<file path="src/rtl/spi_sched_pkg.sv">
// rtl/spi_sched_pkg.sv - shared state encoding and counter width for the SPI transfer scheduler
package spi_sched_pkg;

  localparam int CNT_W = 4;

  typedef enum logic [2:0] {
    IDLE,
    SETUP,
    XFER,
    HOLD,
    GAP
  } sched_state_e;

endpackage

</file>
<file path="src/rtl/rr_arb2.sv">
// rtl/rr_arb2.sv - two-requester round-robin arbiter (bit0 = write, bit1 = read)
module rr_arb2 (
  input  logic       clk,
  input  logic       rst_n,
  input  logic [1:0] req_i,
  input  logic       en_i,
  output logic [1:0] gnt_o
);

  // Reset value "read was last" makes write win the first tie.
  logic last_rd_q, last_rd_d;

  always_comb begin
    gnt_o     = 2'b00;
    last_rd_d = last_rd_q;
    if (req_i[0] && (!req_i[1] || last_rd_q)) begin
      gnt_o = 2'b01;
    end else if (req_i[1]) begin
      gnt_o = 2'b10;
    end
    if (en_i && (gnt_o != 2'b00)) begin
      last_rd_d = gnt_o[1];
    end
  end

  always_ff @(posedge clk) begin
    if (!rst_n) begin
      last_rd_q <= 1'b1;
    end else begin
      last_rd_q <= last_rd_d;
    end
  end

endmodule

</file>
<file path="src/rtl/spi_xfer_sched.sv">
// rtl/spi_xfer_sched.sv - arbitrates write/read requesters onto one SPI master core with cs_n framing
module spi_xfer_sched
  import spi_sched_pkg::*;
#(
  parameter int DATA_W      = 32,
  parameter int CS_NUM      = 4,
  parameter int SETUP_CYC   = 2,
  parameter int HOLD_CYC    = 2,
  parameter int GAP_CYC     = 3,
  parameter int TIMEOUT_CYC = 1024
) (
  input  logic                      clk,
  input  logic                      rst_n,
  input  logic                      wr_req,
  input  logic [DATA_W-1:0]         wr_data,
  input  logic [$clog2(CS_NUM)-1:0] wr_cs_sel,
  input  logic                      rd_req,
  input  logic [$clog2(CS_NUM)-1:0] rd_cs_sel,
  output logic                      wr_gnt,
  output logic                      rd_gnt,
  output logic                      wr_done,
  output logic                      rd_done,
  output logic [DATA_W-1:0]         rd_data,
  output logic                      err,
  output logic                      core_start,
  output logic [DATA_W-1:0]         core_tx_data,
  input  logic                      core_done,
  input  logic [DATA_W-1:0]         core_rx_data,
  output logic [CS_NUM-1:0]         cs_n
);

  localparam int SEL_W = $clog2(CS_NUM);
  localparam int TMO_W = $clog2(TIMEOUT_CYC + 1);
  localparam logic [CNT_W-1:0] CNT_ONE = CNT_W'(1);
  localparam logic [TMO_W-1:0] TMO_ONE = TMO_W'(1);

  sched_state_e      state_q, state_d;
  logic [CNT_W-1:0]  cnt_q, cnt_d;
  logic [TMO_W-1:0]  tmo_q, tmo_d;
  logic              is_rd_q, is_rd_d;
  logic [DATA_W-1:0] rx_q, rx_d;
  logic [DATA_W-1:0] tx_q, tx_d;
  logic [DATA_W-1:0] rd_data_q, rd_data_d;
  logic [CS_NUM-1:0] cs_n_q, cs_n_d;
  logic              wr_gnt_q, wr_gnt_d, rd_gnt_q, rd_gnt_d;
  logic              wr_done_q, wr_done_d, rd_done_q, rd_done_d;
  logic              err_q, err_d, start_q, start_d;
  logic [1:0]        arb_gnt;
  logic [SEL_W-1:0]  sel;

  rr_arb2 u_arb (
    .clk   (clk),
    .rst_n (rst_n),
    .req_i ({rd_req, wr_req}),
    .en_i  (state_q == IDLE),
    .gnt_o (arb_gnt)
  );

  always_comb begin
    state_d   = state_q;
    cnt_d     = cnt_q;
    tmo_d     = tmo_q;
    is_rd_d   = is_rd_q;
    rx_d      = rx_q;
    tx_d      = tx_q;
    rd_data_d = rd_data_q;
    cs_n_d    = cs_n_q;
    wr_gnt_d  = 1'b0;
    rd_gnt_d  = 1'b0;
    wr_done_d = 1'b0;
    rd_done_d = 1'b0;
    err_d     = 1'b0;
    start_d   = 1'b0;
    sel       = arb_gnt[1] ? rd_cs_sel : wr_cs_sel;

    case (state_q)
      IDLE: begin
        if (arb_gnt != 2'b00) begin
          is_rd_d  = arb_gnt[1];
          wr_gnt_d = arb_gnt[0];
          rd_gnt_d = arb_gnt[1];
          tx_d     = arb_gnt[1] ? '0 : wr_data;
          for (int i = 0; i < CS_NUM; i++) begin
            cs_n_d[i] = (sel != SEL_W'(i));
          end
          cnt_d   = CNT_W'(SETUP_CYC);
          state_d = SETUP;
        end
      end
      SETUP: begin
        if (cnt_q == CNT_ONE) begin
          start_d = 1'b1;
          tmo_d   = TMO_ONE;
          state_d = XFER;
        end else begin
          cnt_d = cnt_q - CNT_ONE;
        end
      end
      XFER: begin
        // tmo_q counts XFER cycles including the current one; done wins a same-cycle timeout.
        if (core_done) begin
          rx_d    = core_rx_data;
          cnt_d   = CNT_W'(HOLD_CYC);
          state_d = HOLD;
        end else if (tmo_q == TMO_W'(TIMEOUT_CYC)) begin
          err_d   = 1'b1;
          cs_n_d  = '1;
          cnt_d   = CNT_W'(GAP_CYC);
          state_d = GAP;
        end else begin
          tmo_d = tmo_q + TMO_ONE;
        end
      end
      HOLD: begin
        if (cnt_q == CNT_ONE) begin
          cs_n_d = '1;
          if (is_rd_q) begin
            rd_done_d = 1'b1;
            rd_data_d = rx_q;
          end else begin
            wr_done_d = 1'b1;
          end
          cnt_d   = CNT_W'(GAP_CYC);
          state_d = GAP;
        end else begin
          cnt_d = cnt_q - CNT_ONE;
        end
      end
      GAP: begin
        if (cnt_q == CNT_ONE) begin
          state_d = IDLE;
        end else begin
          cnt_d = cnt_q - CNT_ONE;
        end
      end
      default: state_d = IDLE;
    endcase
  end

  always_ff @(posedge clk) begin
    if (!rst_n) begin
      state_q   <= IDLE;
      cnt_q     <= '0;
      tmo_q     <= '0;
      is_rd_q   <= 1'b0;
      rx_q      <= '0;
      tx_q      <= '0;
      rd_data_q <= '0;
      cs_n_q    <= '1;
      wr_gnt_q  <= 1'b0;
      rd_gnt_q  <= 1'b0;
      wr_done_q <= 1'b0;
      rd_done_q <= 1'b0;
      err_q     <= 1'b0;
      start_q   <= 1'b0;
    end else begin
      state_q   <= state_d;
      cnt_q     <= cnt_d;
      tmo_q     <= tmo_d;
      is_rd_q   <= is_rd_d;
      rx_q      <= rx_d;
      tx_q      <= tx_d;
      rd_data_q <= rd_data_d;
      cs_n_q    <= cs_n_d;
      wr_gnt_q  <= wr_gnt_d;
      rd_gnt_q  <= rd_gnt_d;
      wr_done_q <= wr_done_d;
      rd_done_q <= rd_done_d;
      err_q     <= err_d;
      start_q   <= start_d;
    end
  end

  assign wr_gnt       = wr_gnt_q;
  assign rd_gnt       = rd_gnt_q;
  assign wr_done      = wr_done_q;
  assign rd_done      = rd_done_q;
  assign rd_data      = rd_data_q;
  assign err          = err_q;
  assign core_start   = start_q;
  assign core_tx_data = tx_q;
  assign cs_n         = cs_n_q;

endmodule

</file>
<file path="config.mk">
export PLATFORM = sky130hd
export DESIGN_NAME = spi_xfer_sched
export DESIGN_NICKNAME = d
export VERILOG_FILES = /design/src/rtl/spi_sched_pkg.sv /design/src/rtl/rr_arb2.sv /design/src/rtl/spi_xfer_sched.sv
export SDC_FILE = /design/constraint.sdc
export NUM_CORES = 1
export LEC_CHECK = 0
export ABC_AREA = 1
export BUFFER_PORTS_ARGS = -buffer_cell sky130_fd_sc_hd__buf_2
export CAP_MARGIN = 10
export CELL_PAD_IN_SITES_DETAIL_PLACEMENT = 0
export CELL_PAD_IN_SITES_GLOBAL_PLACEMENT = 1
export CORE_MARGIN = 5
export CORE_UTILIZATION = 39
export DETAILED_ROUTE_END_ITERATION = 8
export PLACE_DENSITY = 0.91
export SLEW_MARGIN = 30
export SYNTH_ARGS = -nofsm -noshare
export SYNTH_HDL_FRONTEND = slang
export SYNTH_SLANG_ARGS = --single-unit
</file>
<file path="constraint.sdc">
create_clock -name clk -period 5.2 [get_ports clk]
set_clock_uncertainty 0.2 [all_clocks]
set_input_delay 0.52 -clock clk [delete_from_list [all_inputs] [get_ports clk]]
set_output_delay 0.52 -clock clk [all_outputs]
set_load 0.05 [all_outputs]
</file>
==> results.ini <==
[sta]
slew_violations=0
worst_pin_slew_ps=692.3
worst_slack_ps=2715
rsz0062_at_grt=false
final_hold_viol_count=0
whs_ps=159.6
fin_crit_ps=2485
period_share_pct=47.79
relSlewSlack_pct=53.68
final.setup.tns_ps=0
setup_viol=0
fmax_mhz=402.4

[pwr]
ir_worst_vdd_mv=0.2144
cellPowerDensity_nw_per_um2=520.2
power.total_mw=3.360
p_leak_nw=2.948

[detailed_routing]
drtIter0Drc=308
wire_per_inst_um=12.89
num_vias=4713
dr.pass1.iters=6
ant_nets=0
drt_wl_total_mm=12.99
route.detailed.drc=0
vias_per_cell=4.676

[grt]
grt_pass1_vias=4471
grt_pass1_wl_mm=21.07
grtUsageMet1_pct=21.42
grtUsageTotal_pct=17.36
overflow=0
gr-usage-met3_pct=5.223
grt.busiest_layer=met2
grt_start_max_net_pins=65
antenna_found_initial=0
met2_usage_pct=28.93

[synth]
synth_edf_count=0
synth_cell_types=29
synth_ff_type=dfxtp_1
yosysWarnings=0
synth_common_cells=nor2_1, dfxtp_1, nand2_1
synthMostInstantiatedCell=nor2_1
ys_ff_latch=126
syn_nets=769
netlist_area_um2=5044
synthCells=692
synth_area_per_cell_um2=7.288
async_flop_share_pct=0
synth_top_cell_area_share_pct=50.01
ys_top_cells_by_area=dfxtp_1, nor2_1, o21ai_0, nand2_1, nand3_1
ys_seq_area_share_pct=50.01
yosysTopAreaCell=dfxtp_1

[clock_tree]
cts_max_level=4
clkTransAtPathRegs_ps=60
cts_resized=0
worstSkewPairLatency_ps=410
postCtsSetupBuffers=0
cts_sinks=126
cts_tree=yes
cts_buffer_depth=2
numCtsBuffers=17
clockRootBuffer=clkbuf_16
cts_hold_buf=0

[final_layout]
syn_to_final_growth_pct=28.06
final_area_um2=6459
finalNetCount=900
insertedDiodeCount=0
drive_above_1_share_pct=23.68

[setup_path]
crit_required_ps=5340
crit_arrival_ps=2620
crit_type=register to register
regToRegSetupSlack_ps=2720
critPathLaunchType=register
critPathCaptureType=register
path_max_fanout=34

[placement]
gp_congestion=0.8263
dp_hpwl_mm=8.771
port_buffers=146
dpl_cell_area_um2=5828
preCtsSetupSlack_ps=2662

[floorplan]
dieHeight_um=123.7
dieArea_um2=15310
ios=147
coreArea_um2=12670
std_cell_rows=41
die_width_um=123.7
initial_core_util_pct=39.80

[flow_run]
maxCapViolCount=0

[outcome]
outcome=finished clean

[hold_path]
hp-class=primary input to register

[where the power goes]
| part | total [mW] | switching (mW) | internal, mW | leakage [nW] |
|---|---|---|---|---|
| Sequential | 1.18 | 0.0751 | 1.11 | 1.02 |
| Combinational | 0.941 | 0.696 | 0.244 | 1.62 |
| Clock | 1.23 | 0.420 | 0.815 | 0.308 |
| Total | 3.36 | 1.19 | 2.17 | 2.95 |
[per-stage QoR]
| step | instances | util (%) |
|---|---|---|
| after floorplan | 692 | - |
| after global routing | 1008 | 50.97 |
| final | 1008 | 50.97 |
| after detailed placement | 976 | 46.00 |
| after global placement | 976 | 46.00 |
| after CTS | 1008 | 50.95 |
[cells in the final DEF, fill, tap and decap left out, types with 7 or more instances in the layout]
cell type and count:
nand4_1 7, inv_1 30, dfxtp_1 126, o21ai_0 103
nand3_1 60, clkbuf_16 17, a21oi_1 17, nor2_1 165
buf_2 146, nand2_1 115, inv_2 8
[worst paths after layout]
check / start / end / cells past startpoint
max: cnt_q[1] / rd_data[13] / 8
min: core_rx_data[15] / rx_q[15] / 3
max reg2reg: cnt_q[1] / rd_data[13] / 8
min reg2reg: cs_n[2] / cs_n[2] / 2
[per-layer routing]
metal / wire length [um] / vias up
li1: - / 2500
met1: 5837 / 2108
met2: 6352 / 91
met3: 601 / 14
met4: 198 / 0
met5: 0 / -
[flip-flops by register name (all words and copies together), names as in the netlist]
register and count:
cnt_q 4, core_start 1, core_tx_data 32, cs_n 4, err 1, is_rd_q 1, rd_data 32, rd_done 1
rd_gnt 1, rx_q 32, state_q 3, tmo_q 11, u_arb.last_rd_q 1, wr_done 1, wr_gnt 1
[final cells by class]
type	count	area, um2
fillers	1329	6212
flip-flops and latches	126	2522
multi-input cells	492	2205
repair buffers	148	745.7
clock buffers	22	494.2
well taps	172	215.2
inverters	38	142.6
clock inverters	10	133.9
[cells by family after synthesis]
kind of cell    synth area share (%)
buf+inv                        6.326
fa+ha+maj                     0.9923
xor+xnor                      0.3474
compound gates                 12.92
flops                          50.01
simple gates                   29.40
[worst max-delay path, cell delays in order (launching register included)]
cell and delay (ps):
dfxtp_1 290, inv_1 100, ha_1 160, nand3_1 130, inv_1 160, nand3_2 480, inv_2 660, nor2_1 90
nor2_1 130
Power figures use the tool's default switching activity.
